**config.mk**
```make
export PLATFORM = sky130hd
export DESIGN_NAME = alu_issue_queue_flat
export DESIGN_NICKNAME = d
export VERILOG_FILES = /design/src/rtl/alu_issue_queue_if.sv /design/src/rtl/alu_issue_queue.sv /design/src/flat_wrapper.sv
export SDC_FILE = /design/constraint.sdc
export NUM_CORES = 1
export LEC_CHECK = 0
export CAP_MARGIN = 20
export CELL_PAD_IN_SITES_DETAIL_PLACEMENT = 0
export CELL_PAD_IN_SITES_GLOBAL_PLACEMENT = 1
export CORE_AREA = 2 2 179 181
export DETAILED_ROUTE_END_ITERATION = 8
export DIE_AREA = 0 0 181 183
export GPL_TIMING_DRIVEN = 0
export PLACE_DENSITY = 0.81
export SYNTH_ARGS = -nofsm -noshare
export SYNTH_HDL_FRONTEND = slang
export SYNTH_SLANG_ARGS = --single-unit
```
**constraint.sdc**
```tcl
create_clock -name i_clk -period 5.6 [get_ports i_clk]
set_clock_uncertainty 0.15 [all_clocks]
set_input_delay 0.56 -clock i_clk [delete_from_list [all_inputs] [get_ports i_clk]]
set_output_delay 0.56 -clock i_clk [all_outputs]
set_load 0.03 [all_outputs]
```
**src/rtl/alu_issue_queue_if.sv**
```systemverilog
// Port bundle for alu_issue_queue: request intake, ALU issue, result delivery and status.
// Handshake: req and res transfer on a rising edge where valid && ready are both high; valid never waits on ready.
interface alu_issue_queue_if #(
  parameter int DATA_W = 32,
  parameter int DEPTH  = 4,
  parameter int CNT_W  = 8
);
  logic                   i_req_valid;
  logic                   o_req_ready;
  logic [2:0]             i_req_op;
  logic [2:0]             i_req_ctrl;
  logic [DATA_W-1:0]      i_req_a;
  logic [DATA_W-1:0]      i_req_b;
  logic                   o_alu_valid;
  logic [2:0]             o_alu_op;
  logic [2:0]             o_alu_ctrl;
  logic [DATA_W-1:0]      o_alu_a;
  logic [DATA_W-1:0]      o_alu_b;
  logic                   i_alu_done;
  logic [DATA_W-1:0]      i_alu_data;
  logic                   i_alu_invalid;
  logic                   o_res_valid;
  logic                   i_res_ready;
  logic [DATA_W-1:0]      o_res_data;
  logic                   o_res_invalid;
  logic [$clog2(DEPTH):0] o_count;
  logic [CNT_W-1:0]       o_inv_cnt;
  logic [1:0]             o_state;

  modport master (
    input  i_req_valid, i_req_op, i_req_ctrl, i_req_a, i_req_b,
    input  i_alu_done, i_alu_data, i_alu_invalid, i_res_ready,
    output o_req_ready, o_alu_valid, o_alu_op, o_alu_ctrl, o_alu_a, o_alu_b,
    output o_res_valid, o_res_data, o_res_invalid, o_count, o_inv_cnt, o_state
  );

  modport slave (
    output i_req_valid, i_req_op, i_req_ctrl, i_req_a, i_req_b,
    output i_alu_done, i_alu_data, i_alu_invalid, i_res_ready,
    input  o_req_ready, o_alu_valid, o_alu_op, o_alu_ctrl, o_alu_a, o_alu_b,
    input  o_res_valid, o_res_data, o_res_invalid, o_count, o_inv_cnt, o_state
  );
endinterface

```
**src/rtl/alu_issue_queue.sv**
```systemverilog
// Request FIFO plus a one-at-a-time issue sequencer in front of the multi-cycle ALU;
// results are held until accepted and invalid results are counted with saturation.
module alu_issue_queue #(
  parameter int DATA_W = 32,
  parameter int DEPTH  = 4,
  parameter int CNT_W  = 8
) (
  input logic               i_clk,
  input logic               i_rst,
  alu_issue_queue_if.master q_if
);
  localparam int AW = $clog2(DEPTH);
  localparam int CW = AW + 1;
  localparam int EW = 6 + 2 * DATA_W;
  localparam logic [CW-1:0] FULL_C = CW'(DEPTH);

  localparam logic [1:0] S_IDLE  = 2'd0;
  localparam logic [1:0] S_ISSUE = 2'd1;
  localparam logic [1:0] S_WAIT  = 2'd2;
  localparam logic [1:0] S_HOLD  = 2'd3;

  logic [1:0]        state_q, state_d;
  logic [EW-1:0]     mem_q [DEPTH];
  logic [AW-1:0]     wr_ptr_q, rd_ptr_q;
  logic [CW-1:0]     count_q, count_d;
  logic [2:0]        op_q, ctrl_q;
  logic [DATA_W-1:0] a_q, b_q;
  logic [DATA_W-1:0] res_data_q;
  logic              res_inv_q;
  logic [CNT_W-1:0]  inv_cnt_q;
  logic              push, pop, res_take, has_entry, capture;

  assign has_entry = (count_q != '0);
  assign q_if.o_req_ready = (count_q < FULL_C);
  assign push = q_if.i_req_valid && q_if.o_req_ready;
  assign res_take = (state_q == S_HOLD) && q_if.i_res_ready;
  // The head leaves the FIFO only on the edge that enters ISSUE.
  assign pop = has_entry && ((state_q == S_IDLE) || res_take);
  assign capture = (state_q == S_WAIT) && q_if.i_alu_done;
  assign count_d = count_q + CW'(push) - CW'(pop);

  always_comb begin
    state_d = state_q;
    case (state_q)
      S_IDLE:  if (has_entry) state_d = S_ISSUE;
      S_ISSUE: state_d = S_WAIT;
      S_WAIT:  if (q_if.i_alu_done) state_d = S_HOLD;
      S_HOLD:  if (q_if.i_res_ready) state_d = has_entry ? S_ISSUE : S_IDLE;
      default: state_d = S_IDLE;
    endcase
  end

  always_ff @(posedge i_clk) begin
    if (push) mem_q[wr_ptr_q] <= {q_if.i_req_op, q_if.i_req_ctrl, q_if.i_req_a, q_if.i_req_b};
  end

  always_ff @(posedge i_clk) begin
    if (i_rst) begin
      state_q    <= S_IDLE;
      wr_ptr_q   <= '0;
      rd_ptr_q   <= '0;
      count_q    <= '0;
      op_q       <= '0;
      ctrl_q     <= '0;
      a_q        <= '0;
      b_q        <= '0;
      res_data_q <= '0;
      res_inv_q  <= 1'b0;
      inv_cnt_q  <= '0;
    end else begin
      state_q <= state_d;
      count_q <= count_d;
      if (push) wr_ptr_q <= wr_ptr_q + 1'b1;
      if (pop) begin
        rd_ptr_q <= rd_ptr_q + 1'b1;
        {op_q, ctrl_q, a_q, b_q} <= mem_q[rd_ptr_q];
      end
      if (capture) begin
        res_data_q <= q_if.i_alu_data;
        res_inv_q  <= q_if.i_alu_invalid;
      end
      if (res_take && res_inv_q && !(&inv_cnt_q)) inv_cnt_q <= inv_cnt_q + 1'b1;
    end
  end

  assign q_if.o_alu_valid   = (state_q == S_ISSUE);
  assign q_if.o_alu_op      = op_q;
  assign q_if.o_alu_ctrl    = ctrl_q;
  assign q_if.o_alu_a       = a_q;
  assign q_if.o_alu_b       = b_q;
  assign q_if.o_res_valid   = (state_q == S_HOLD);
  assign q_if.o_res_data    = res_data_q;
  assign q_if.o_res_invalid = res_inv_q;
  assign q_if.o_count       = count_q;
  assign q_if.o_inv_cnt     = inv_cnt_q;
  assign q_if.o_state       = state_q;
endmodule
```
**src/flat_wrapper.sv**
```systemverilog
// flat-port wrapper written by rule: the top's interface ports become plain ports
module alu_issue_queue_flat 
#(
  parameter int DATA_W = 32,
  parameter int DEPTH  = 4,
  parameter int CNT_W  = 8
)
  (i_clk, i_rst, q_if_i_req_valid, q_if_i_req_op, q_if_i_req_ctrl, q_if_i_req_a, q_if_i_req_b, q_if_i_alu_done, q_if_i_alu_data, q_if_i_alu_invalid, q_if_i_res_ready, q_if_o_req_ready, q_if_o_alu_valid, q_if_o_alu_op, q_if_o_alu_ctrl, q_if_o_alu_a, q_if_o_alu_b, q_if_o_res_valid, q_if_o_res_data, q_if_o_res_invalid, q_if_o_count, q_if_o_inv_cnt, q_if_o_state);
  alu_issue_queue_if #(.DATA_W(DATA_W), .DEPTH(DEPTH), .CNT_W(CNT_W)) q_if_i ();
  input logic i_clk;
  input logic i_rst;
  input wire logic [$bits(q_if_i.i_req_valid)-1:0] q_if_i_req_valid;
  input wire logic [$bits(q_if_i.i_req_op)-1:0] q_if_i_req_op;
  input wire logic [$bits(q_if_i.i_req_ctrl)-1:0] q_if_i_req_ctrl;
  input wire logic [$bits(q_if_i.i_req_a)-1:0] q_if_i_req_a;
  input wire logic [$bits(q_if_i.i_req_b)-1:0] q_if_i_req_b;
  input wire logic [$bits(q_if_i.i_alu_done)-1:0] q_if_i_alu_done;
  input wire logic [$bits(q_if_i.i_alu_data)-1:0] q_if_i_alu_data;
  input wire logic [$bits(q_if_i.i_alu_invalid)-1:0] q_if_i_alu_invalid;
  input wire logic [$bits(q_if_i.i_res_ready)-1:0] q_if_i_res_ready;
  output wire logic [$bits(q_if_i.o_req_ready)-1:0] q_if_o_req_ready;
  output wire logic [$bits(q_if_i.o_alu_valid)-1:0] q_if_o_alu_valid;
  output wire logic [$bits(q_if_i.o_alu_op)-1:0] q_if_o_alu_op;
  output wire logic [$bits(q_if_i.o_alu_ctrl)-1:0] q_if_o_alu_ctrl;
  output wire logic [$bits(q_if_i.o_alu_a)-1:0] q_if_o_alu_a;
  output wire logic [$bits(q_if_i.o_alu_b)-1:0] q_if_o_alu_b;
  output wire logic [$bits(q_if_i.o_res_valid)-1:0] q_if_o_res_valid;
  output wire logic [$bits(q_if_i.o_res_data)-1:0] q_if_o_res_data;
  output wire logic [$bits(q_if_i.o_res_invalid)-1:0] q_if_o_res_invalid;
  output wire logic [$bits(q_if_i.o_count)-1:0] q_if_o_count;
  output wire logic [$bits(q_if_i.o_inv_cnt)-1:0] q_if_o_inv_cnt;
  output wire logic [$bits(q_if_i.o_state)-1:0] q_if_o_state;
  assign q_if_i.i_req_valid = q_if_i_req_valid;
  assign q_if_i.i_req_op = q_if_i_req_op;
  assign q_if_i.i_req_ctrl = q_if_i_req_ctrl;
  assign q_if_i.i_req_a = q_if_i_req_a;
  assign q_if_i.i_req_b = q_if_i_req_b;
  assign q_if_i.i_alu_done = q_if_i_alu_done;
  assign q_if_i.i_alu_data = q_if_i_alu_data;
  assign q_if_i.i_alu_invalid = q_if_i_alu_invalid;
  assign q_if_i.i_res_ready = q_if_i_res_ready;
  assign q_if_o_req_ready = q_if_i.o_req_ready;
  assign q_if_o_alu_valid = q_if_i.o_alu_valid;
  assign q_if_o_alu_op = q_if_i.o_alu_op;
  assign q_if_o_alu_ctrl = q_if_i.o_alu_ctrl;
  assign q_if_o_alu_a = q_if_i.o_alu_a;
  assign q_if_o_alu_b = q_if_i.o_alu_b;
  assign q_if_o_res_valid = q_if_i.o_res_valid;
  assign q_if_o_res_data = q_if_i.o_res_data;
  assign q_if_o_res_invalid = q_if_i.o_res_invalid;
  assign q_if_o_count = q_if_i.o_count;
  assign q_if_o_inv_cnt = q_if_i.o_inv_cnt;
  assign q_if_o_state = q_if_i.o_state;
  alu_issue_queue #(.DATA_W(DATA_W), .DEPTH(DEPTH), .CNT_W(CNT_W)) u_core (.i_clk(i_clk), .i_rst(i_rst), .q_if(q_if_i));
endmodule
```
==> impl_results.md, run 1 <==
- Crit Path Max Fanout: 10
- Sequential-to-total area share from yosys stat: 71.3%
- Routed Antenna Nets: 0
- Clock-pin transition on the worst setup and hold timing paths: 0.06 ns
- Post-synth EDFFs: 280
- #FFs+latches synth: 400
- MaxCap Viol Count: 0
- Pin count of the biggest net entering global routing: 52
- Die X: 181 um
- Total wire length: 31.8 mm
- Finished Core Util: 62.1%
- Part of the cycle the worst path needs: 56.5%
- DRT iter0 DRCs: 463
- Mapped Area: 15200 sq um
- CTS tree: built
- Hold Path Stages: 2
- First-pass DRT Iterations: 4
- Post_cts resized: 0
- Dpl cells: 1554
- Hold path start: u_core.q_if.o_res_data[3]
- Final-report setup violation count: 0
- GPL Wtd Cong: 0.743
- HPWL after DPL: 20.3 mm
- Startpoint Class: register
- Reg2reg start: u_core.q_if.o_state[1]
- Aggregate global-route resource usage: 19.1%
- CP cell instances: inv_1, ha_1, a21oi_1, or2_1, buf_6, clkinv_16, buf_12, ha_1, inv_1, ha_1, inv_1, fa_1, xor2_1, xnor2_1, nor2_1
- Clk_lat worst skew: 0.53 ns
- Final nets: 1316
- Final hold vios: 0
- Final Total Pwr: 9.83 mW
- Clock buffer depth: 3
- DR WL/cell: 19.5 um
- Final WS setup: 2.43 ns
- Post-Syn Nets: 1043
- Outcome: completed
- Peak VDD IR: 0.000321 V
- GRT Residual Overflow: 0
- Post-CTS setup buffers: 0
- H-tree levels: 2
- Pins Over Slew Limit: 0
- Share of Yosys cell area claimed by the top area cell type: 55.4%
- RSZ-0062 raised after global routing: no
- Hold Path Class: reg2reg
- Worst endpoint data arrival time: 3.40 ns
- Crit Reg-Reg Endpoint: u_core.q_if.o_count[2]
- Vias in the first global route: 8643
- Worst R2R Setup Slack: 2.43 ns
- Hold buffers post-CTS: 0
- Slew HR: 40.8%
- Layout Area Growth over Synthesis: 27.8%
- Synth async-reset ratio: 0%
- Synth unique cells: 42
- DRC violations left: 0
- Detailed-route vias per instance: 5.18
- Pleak: 6.35 nW
- Worst Hold Path EP: u_core.q_if.o_res_data[3]
- Setup TNS: 0 ns
- Pre-CTS WS: 2.12 ns
- Port Buffers: 226
- Initial Utilization: 48.6%
- Min cycle time layout: 3.17 ns
- Post-route insts no fill: 1632
- Yosys Warn Count: 0
- Slowest cell on crit path: dfxtp_1
- Clk root buf: clkbuf_16
- Die area: 33100 sq um
- Core area: 31200 sq um
- Critical Path RT: 5.84 ns
- Row count: 65
- Synth area leader: edfxtp_1
- TritonCTS Buffers: 41
- Syn_area_per_cell: 16.5 sq um
- R2R cell count: 15
- Slew @ Worst Pin: 0.888 ns
- Critical path class: reg2reg
- Vias: 8459
- Top cells by area, synth: edfxtp_1, dfxtp_1, mux4_2
- Achievable Freq: 0.316 GHz
- First-pass GRT wire length: 48.7 mm
- Largest stage delay, worst path: 0.45 ns
- Die height: 183 um
- Power per cell area: 507 nW/um^2
- CP Capture Type: register
- Antenna violations before repair: 3
- Layout cells sized above 1: 24.8%
- Predominant post-synthesis flop cell: edfxtp_1
- Post-Synthesis Cells: 922
- Total clock sinks: 400
- # IOs: 227
worst max path at each step:
stage	startpoint	endpoint	slack, ns
5_1_grt	u_core.q_if.o_state[1]	u_core.q_if.o_count[2]	2.19
3_5_place_dp	q_if_i_res_ready	u_core.q_if.o_count[2]	2.12
2_1_floorplan	q_if_i_req_valid	u_core.mem_q[0][0]	2.43
3_3_place_gp	q_if_i_req_valid	u_core.mem_q[0][32]	0.49
6_report	u_core.q_if.o_state[1]	u_core.q_if.o_count[2]	2.43
4_1_cts	u_core.q_if.o_state[1]	u_core.q_if.o_count[2]	2.40
synth_stat cells (all sizes together), types with 3 or more instances:
cell type	number
a211oi	3
ha	12
nor2	15
a21oi	106
inv	10
xnor2	4
and3	3
dfxtp	120
mux4	70
nand4	3
nand2	210
nor3	4
clkbuf	16
buf	36
and2	5
edfxtp	280
nor2b	4
kinds of logic (layout without fill, tap and decap cells):
group	after synthesis	in the layout	share of synthesized area, %
simple gates	252	252	7.74
fa+ha+maj	13	13	1.12
mux	73	73	10.6
flops	400	400	71.3
compound gates	115	115	5.62
other cells	0	2	0
buf+inv	63	369	3.31
xor+xnor	6	6	0.346
cell type report:
cell class	instances	area [sq um]
fill	2354	11800
sequential	400	10800
multi-input combinational	459	3870
timing repair buffer	230	2370
clock buffer	55	1170
tap	402	503
buffer	52	434
clock inverter	21	158
inverter	11	67.6
antenna	2	5.00
power breakdown:
group	internal (mW)	switching [mW]	total (mW)
Sequential	3.63	0.195	3.83
Clock	1.56	1.08	2.65
Combinational	1.46	1.90	3.36
Total	6.66	3.18	9.83
registers in the layout, indices dropped and copies added, names as in the netlist:
signal and flops:
u_core.mem_q 280, u_core.q_if.o_alu_a 32, u_core.q_if.o_alu_b 32, u_core.q_if.o_res_data 32, u_core.q_if.o_inv_cnt 8, u_core.q_if.o_alu_ctrl 3, u_core.q_if.o_alu_op 3, u_core.q_if.o_count 3
u_core.q_if.o_state 2, u_core.rd_ptr_q 2, u_core.wr_ptr_q 2, u_core.q_if.o_res_invalid 1
per-layer routing:
layer / vias up / part of all wire (%) / GRT usage (%)
met5: - / 0 / 0
met4: 0 / 1.6 / 4.52
met3: 33 / 5.9 / 4.07
met2: 254 / 50 / 33.8
met1: 4201 / 42 / 24.4
li1: 3971 / - / -
worst max-delay path, delay by kind of cell, from the launching register on:
kind	cells	cell delay, ns
adders and majority gates	4	0.98
buffers and inverters	6	0.79
xor gates and xnor gates	2	0.30
DFF	1	0.45
and+or+nand+nor	2	0.19
AOI/OAI and AO/OA	1	0.17
through the flow:
step	instance area [sq um]	hold slack, ns
floorplan	15200	0.388
global placement	17900	0.292
detailed placement	18100	0.296
CTS	19400	0.304
global route	19400	0.325
finish	19400	0.301
placed cells by master (no fill, tap or decap), types with 10 or more instances in the layout:
cell	netlist	layout
mux4_2	70	70
a21oi_1	37	37
nand2_2	59	59
nor2_1	14	14
nand2_1	151	151
buf_6	17	17
edfxtp_1	280	280
inv_1	10	10
dfxtp_1	120	120
a21oi_2	69	69
clkbuf_16	0	43
ha_1	12	12
clkdlybuf4s50_1	0	226
clkbuf_1	16	23
buf_2	11	11
No activity file was read; power rests on OpenSTA's default activity.
==> run 2, diff against run 1 <==
- CORE_AREA: 2 2 179 181 -> 2 2 187 189
- DIE_AREA: 0 0 181 183 -> 0 0 189 191
- PLACE_DENSITY: 0.81 -> 0.74
- clock period: 5.6 -> 3.2 ns (I/O delays scaled with it)
==> run 2 against run 1 <==
Global-route usage down 1.6 points; critical path type unchanged; die area up 9.0%; routed wire length down 0.47%.
==> impl_results.md, run 2 (synthesis results as in run 1) <==
- Achievable Freq: 0.335 GHz
- HPWL after DPL: 20.3 mm
- H-tree levels: 2
- Setup TNS: 0 ns
- Worst R2R Setup Slack: 0.22 ns
- Total wire length: 31.6 mm
- Core area: 34100 sq um
- Worst endpoint data arrival time: 3.23 ns
- CP Capture Type: register
- Outcome: completed
- Crit Reg-Reg Endpoint: u_core.q_if.o_count[2]
- Peak VDD IR: 0.000638 V
- Row count: 68
- Crit path launch: u_core.q_if.o_state[0]
- TritonCTS Buffers: 42
- Clk_lat worst skew: 0.54 ns
- # IOs: 227
- Vias in the first global route: 8651
- DRT iter0 DRCs: 353
- Min cycle time layout: 2.98 ns
- R2R cell count: 15
- Slew @ Worst Pin: 0.854 ns
- Hold Path Class: in2reg
- Antenna violations before repair: 1
- Vias: 8348
- Pin count of the biggest net entering global routing: 50
- Grt met3 use: 4.17%
- Critical Path Sink: u_core.q_if.o_count[2]
- Startpoint Class: register
- Clk root buf: clkbuf_16
- Top reg by flops: u_core.mem_q
- Die X: 189 um
- Port Buffers: 226
- Hold buffers post-CTS: 0
- GRT busiest layer: met2
- Slowest cell on crit path: fa_1
- Layout Area Growth over Synthesis: 29.0%
- Initial Utilization: 44.5%
- First-pass GRT wire length: 48.5 mm
- Slew HR: 43.1%
- CTS tree: built
- Hold Path Stages: 3
- Clock buffer depth: 3
- Critical Path RT: 3.44 ns
- Routed Antenna Nets: 0
- Pins Over Slew Limit: 0
- GR Layer Usage met2: 30.9%
- Commonest non-fill, non-tap cell in the layout: edfxtp_1
- Commonest non-fill, non-tap cells in the layout: edfxtp_1, clkdlybuf4s50_1, nand2_1
- Clock-pin transition on the worst setup and hold timing paths: 0.06 ns
- Layout cells sized above 1: 25.4%
- DRC violations left: 0
- First-pass DRT Iterations: 4
- Crit Path Max Fanout: 10
- Post-CTS setup buffers: 0
- DR WL/cell: 18.8 um
- Final nets: 1317
- Die area: 36100 sq um
- Pleak: 6.40 nW
- RSZ-0062 raised after global routing: no
- MaxCap Viol Count: 0
- Final-report setup violation count: 0
- Finished Core Util: 57.3%
- Final hold vios: 0
- Part of the cycle the worst path needs: 93.2%
- Largest register FFs: 280
- Aggregate global-route resource usage: 17.6%
- Die height: 191 um
- Power per cell area: 894 nW/um^2
- GPL Wtd Cong: 0.769
- Critical path class: reg2reg
- Met1 Use GR: 22.0%
- Reg2reg start: u_core.q_if.o_state[0]
- Detailed-route vias per instance: 4.96
- Largest stage delay, worst path: 0.37 ns
- Total clock sinks: 400
- GRT Residual Overflow: 0
- CP cell instances: inv_1, ha_1, a21oi_2, or2_1, buf_12, clkinv_16, buf_12, ha_1, inv_1, ha_1, inv_1, fa_1, xor2_1, xnor2_1, nor2_1
-- run 2: cell type report --
cell class,count,area (sq um)
Clock buffer,61,1220
Clock inverter,15,206
Inverter,11,67.6
Fill cell,2687,14600
Tap cell,455,569
Timing Repair Buffer,230,2370
Antenna cell,1,2.50
Sequential cell,400,10800
Multi-Input combinational cell,459,3870
Buffer,52,443
-- run 2: report_power, final --
| group | internal [mW] | switching (mW) | total, mW |
|---|---|---|---|
| registers | 6.36 | 0.340 | 6.70 |
| clock network | 2.98 | 1.92 | 4.90 |
| logic | 2.57 | 3.30 | 5.88 |
-- run 2: metrics by stage --
step                      hold slack (ns)  setup slack, ns  area (sq um)  cells  total power, mW
final                               0.198            0.218         19600   1684             17.5
after global routing                0.192           0.0194         19600   1683             18.4
after CTS                           0.177           0.0215         19600   1683             17.7
after detailed placement            0.296           -0.101         18100   1607             12.8
after global placement              0.292            -1.75         18000   1603             12.7
after floorplan                     0.269           0.0364         15200    922             10.8
-- run 2: layer usage --
| metal | routed length [um] | vias to the layer above |
|---|---|---|
| li1 | - | 3969 |
| met1 | 13300 | 4116 |
| met2 | 15900 | 221 |
| met3 | 1950 | 42 |
| met4 | 553 | 0 |
| met5 | 0 | - |
-- run 2: worst min-delay path by stage --
stage / to / start / slack [ns]
3_3_place_gp: u_core.q_if.o_res_data[10] / u_core.q_if.o_res_data[10] / 0.29
5_1_grt: u_core.q_if.o_res_data[3] / q_if_i_alu_data[3] / 0.19
4_1_cts: u_core.q_if.o_res_data[3] / q_if_i_alu_data[3] / 0.18
3_5_place_dp: u_core.q_if.o_alu_a[22] / u_core.q_if.o_alu_a[22] / 0.30
6_report: u_core.q_if.o_res_data[3] / q_if_i_alu_data[3] / 0.20
2_1_floorplan: u_core.mem_q[0][0] / q_if_i_req_b[0] / 0.27
-- run 2: repair_timing --
item                       CTS  global route
cloned                       0             0
gates resized for setup      1             4
setup endpoints to repair    1             1
-- run 2: worst max-delay path: cells and delay by family (launching register included) --
family          cells  cell delay, ns
fa+ha+maj           4            0.99
buf+inv             6            0.67
flops               1            0.35
xor+xnor            2            0.30
simple gates        2            0.22
compound gates      1            0.14
==> run 3, diff against run 2 <==
- REMOVE_ABC_BUFFERS: unset -> 1
==> run 3 against run 2 <==
Die area is the same; register-to-register slack improved by 0.03 ns; clock-buffer cell count increased by 5; core utilization is 0.67 points lower; largest cell class unchanged; highest routed layer unchanged.
==> impl_results.md, run 3 (synthesis results as in run 1) <==
- Clock buffer depth: 3
- DRT iter0 DRCs: 430
- MaxCap Viol Count: 0
- Initial Utilization: 44.5%
- Clock-pin transition on the worst setup and hold timing paths: 0.06 ns
- Final hold vios: 0
- DRC violations left: 0
- TritonCTS Buffers: 43
- Part of the cycle the worst path needs: 92.2%
- Power per cell area: 888 nW/um^2
- DR WL/cell: 19.8 um
- Vias in the first global route: 8622
- Detailed-route vias per instance: 5.04
- First-pass DRT Iterations: 4
- Die X: 189 um
- Placed cell area: 17900 sq um
- CP Capture Type: register
- Pleak: 6.27 nW
- Achievable Freq: 0.339 GHz
- Antenna violations before repair: 2
- Crit Path Max Fanout: 18
- Min cycle time layout: 2.95 ns
- Die area: 36100 sq um
- Critical path class: reg2reg
- Design area: 19300 sq um
- Worst R2R Setup Slack: 0.25 ns
- Aggregate global-route resource usage: 18.3%
- Routed Antenna Nets: 0
- Layout cells sized above 1: 24.1%
- Hold buffers post-CTS: 0
- GRT Residual Overflow: 0
- R2R cell count: 14
- Pins Over Slew Limit: 0
- H-tree levels: 2
- Hold Path Class: in2reg
- Pin count of the biggest net entering global routing: 80
- Clk_lat worst skew: 0.53 ns
- Pre-CTS WS: -0.565 ns
- Die height: 191 um
- Final WS setup: 0.249 ns
- Port Buffers: 226
- Top reg by flops: u_core.mem_q
- Total wire length: 32.7 mm
- Final-report setup violation count: 0
- Critical Path Sink: u_core.q_if.o_count[2]
- # IOs: 227
- Final nets: 1280
- Slew @ Worst Pin: 0.720 ns
- Row count: 68
- HPWL after DPL: 18.1 mm
- Worst endpoint data arrival time: 3.21 ns
- Total clock sinks: 400
- Critical Path RT: 3.45 ns
- CTS tree: built
- Vias: 8299
- Layout Area Growth over Synthesis: 27.5%
- Largest register FFs: 280
- Reg2reg start: u_core.q_if.o_state[0]
- Commonest non-fill, non-tap cell in the layout: edfxtp_1
- First-pass GRT wire length: 50.1 mm
- Slew HR: 52.0%
- Crit path launch: u_core.q_if.o_state[0]
- Core area: 34100 sq um
- Peak VDD IR: 0.000637 V
- Commonest non-fill, non-tap cells in the layout: edfxtp_1, clkdlybuf4s50_1, nand2_1
- Startpoint Class: register
- GPL Wtd Cong: 0.757
- Clk root buf: clkbuf_16
- Outcome: completed
- Crit Reg-Reg Endpoint: u_core.q_if.o_count[2]
==> run 3: changes by cell type in the layout (fill, tap and decap cells not counted), sizes merged, moves of 2 or more <==
cell | before | now
clkbuf | 77 | 66
bufbuf | 0 | 2
clkinv | 10 | 13
bufinv | 4 | 0
buf | 40 | 14
==> run 3: cell type report <==
type / instances / area [sq um]
Sequential cell: 400 / 10800
Tap cell: 455 / 569
Antenna cell: 2 / 5.00
Fill cell: 2713 / 14800
Timing Repair inverter: 2 / 32.5
Clock buffer: 66 / 1280
Clock inverter: 11 / 51.3
Multi-Input combinational cell: 460 / 3890
Inverter: 11 / 67.6
Timing Repair Buffer: 241 / 2630
==> run 3: report_power, final <==
part           internal, mW  leakage, nW  switching (mW)
clock                  2.74        0.648            1.90
sequential             6.37         3.54           0.426
combinational          2.40         2.09            3.34
==> run 3: critical path, stage by stage, from the launching register on <==
cell and delay [ns]:
dfxtp_1 0.37, inv_1 0.12, ha_1 0.26, a21oi_4 0.15, or2_4 0.18, buf_16 0.20
clkinv_16 0.13, ha_1 0.29, inv_1 0.06, ha_1 0.13, inv_1 0.05, fa_1 0.37
xor2_1 0.17, xnor2_1 0.14, nor2_1 0.05
==> run 3: what timing repair did <==
action | 4_1_cts | 5_1_grt
endpoints found under the hold margin | 0 | 0
gates cloned | 5 | 0
pin swaps | 0 | 1
setup buffers | 1 | 2
setup endpoints to repair | 2 | 1
gates resized for setup | 2 | 1
==> run 3: metal layers <==
metal	vias to the layer above	global-route usage, %	share of wire [%]
met2	225	32.0	49
met5	-	0	0
met3	46	4.59	6.5
met1	4131	22.7	42
li1	3897	-	-
met4	0	4.87	1.9
==> run 3: how the worst min path moves through the flow <==
stage                     cells past startpoint  slack [ns]                 startpoint                         to
after floorplan                               1        0.23                      i_rst     u_core.q_if.o_alu_a[0]
after global placement                        2        0.29  u_core.q_if.o_res_data[7]  u_core.q_if.o_res_data[7]
after detailed placement                      2        0.30  u_core.q_if.o_res_data[6]  u_core.q_if.o_res_data[6]
after CTS                                     2        0.07                      i_rst   u_core.q_if.o_inv_cnt[0]
after global routing                          2        0.07                      i_rst   u_core.q_if.o_inv_cnt[0]
final                                         2        0.06                      i_rst   u_core.q_if.o_inv_cnt[0]
==> run 3: through the flow <==
step                TNS, ns  cells  hold slack, ns  total power, mW  utilization, %
floorplan            -66.33    870           0.232             10.3               -
global placement    -826.62   1551           0.292             11.7            51.5
detailed placement   -0.940   1561           0.298             12.3            52.4
CTS                       0   1644          0.0688             17.4            56.6
global route        -0.0121   1647          0.0735             18.1            56.7
finish                    0   1648          0.0603             17.2            56.7
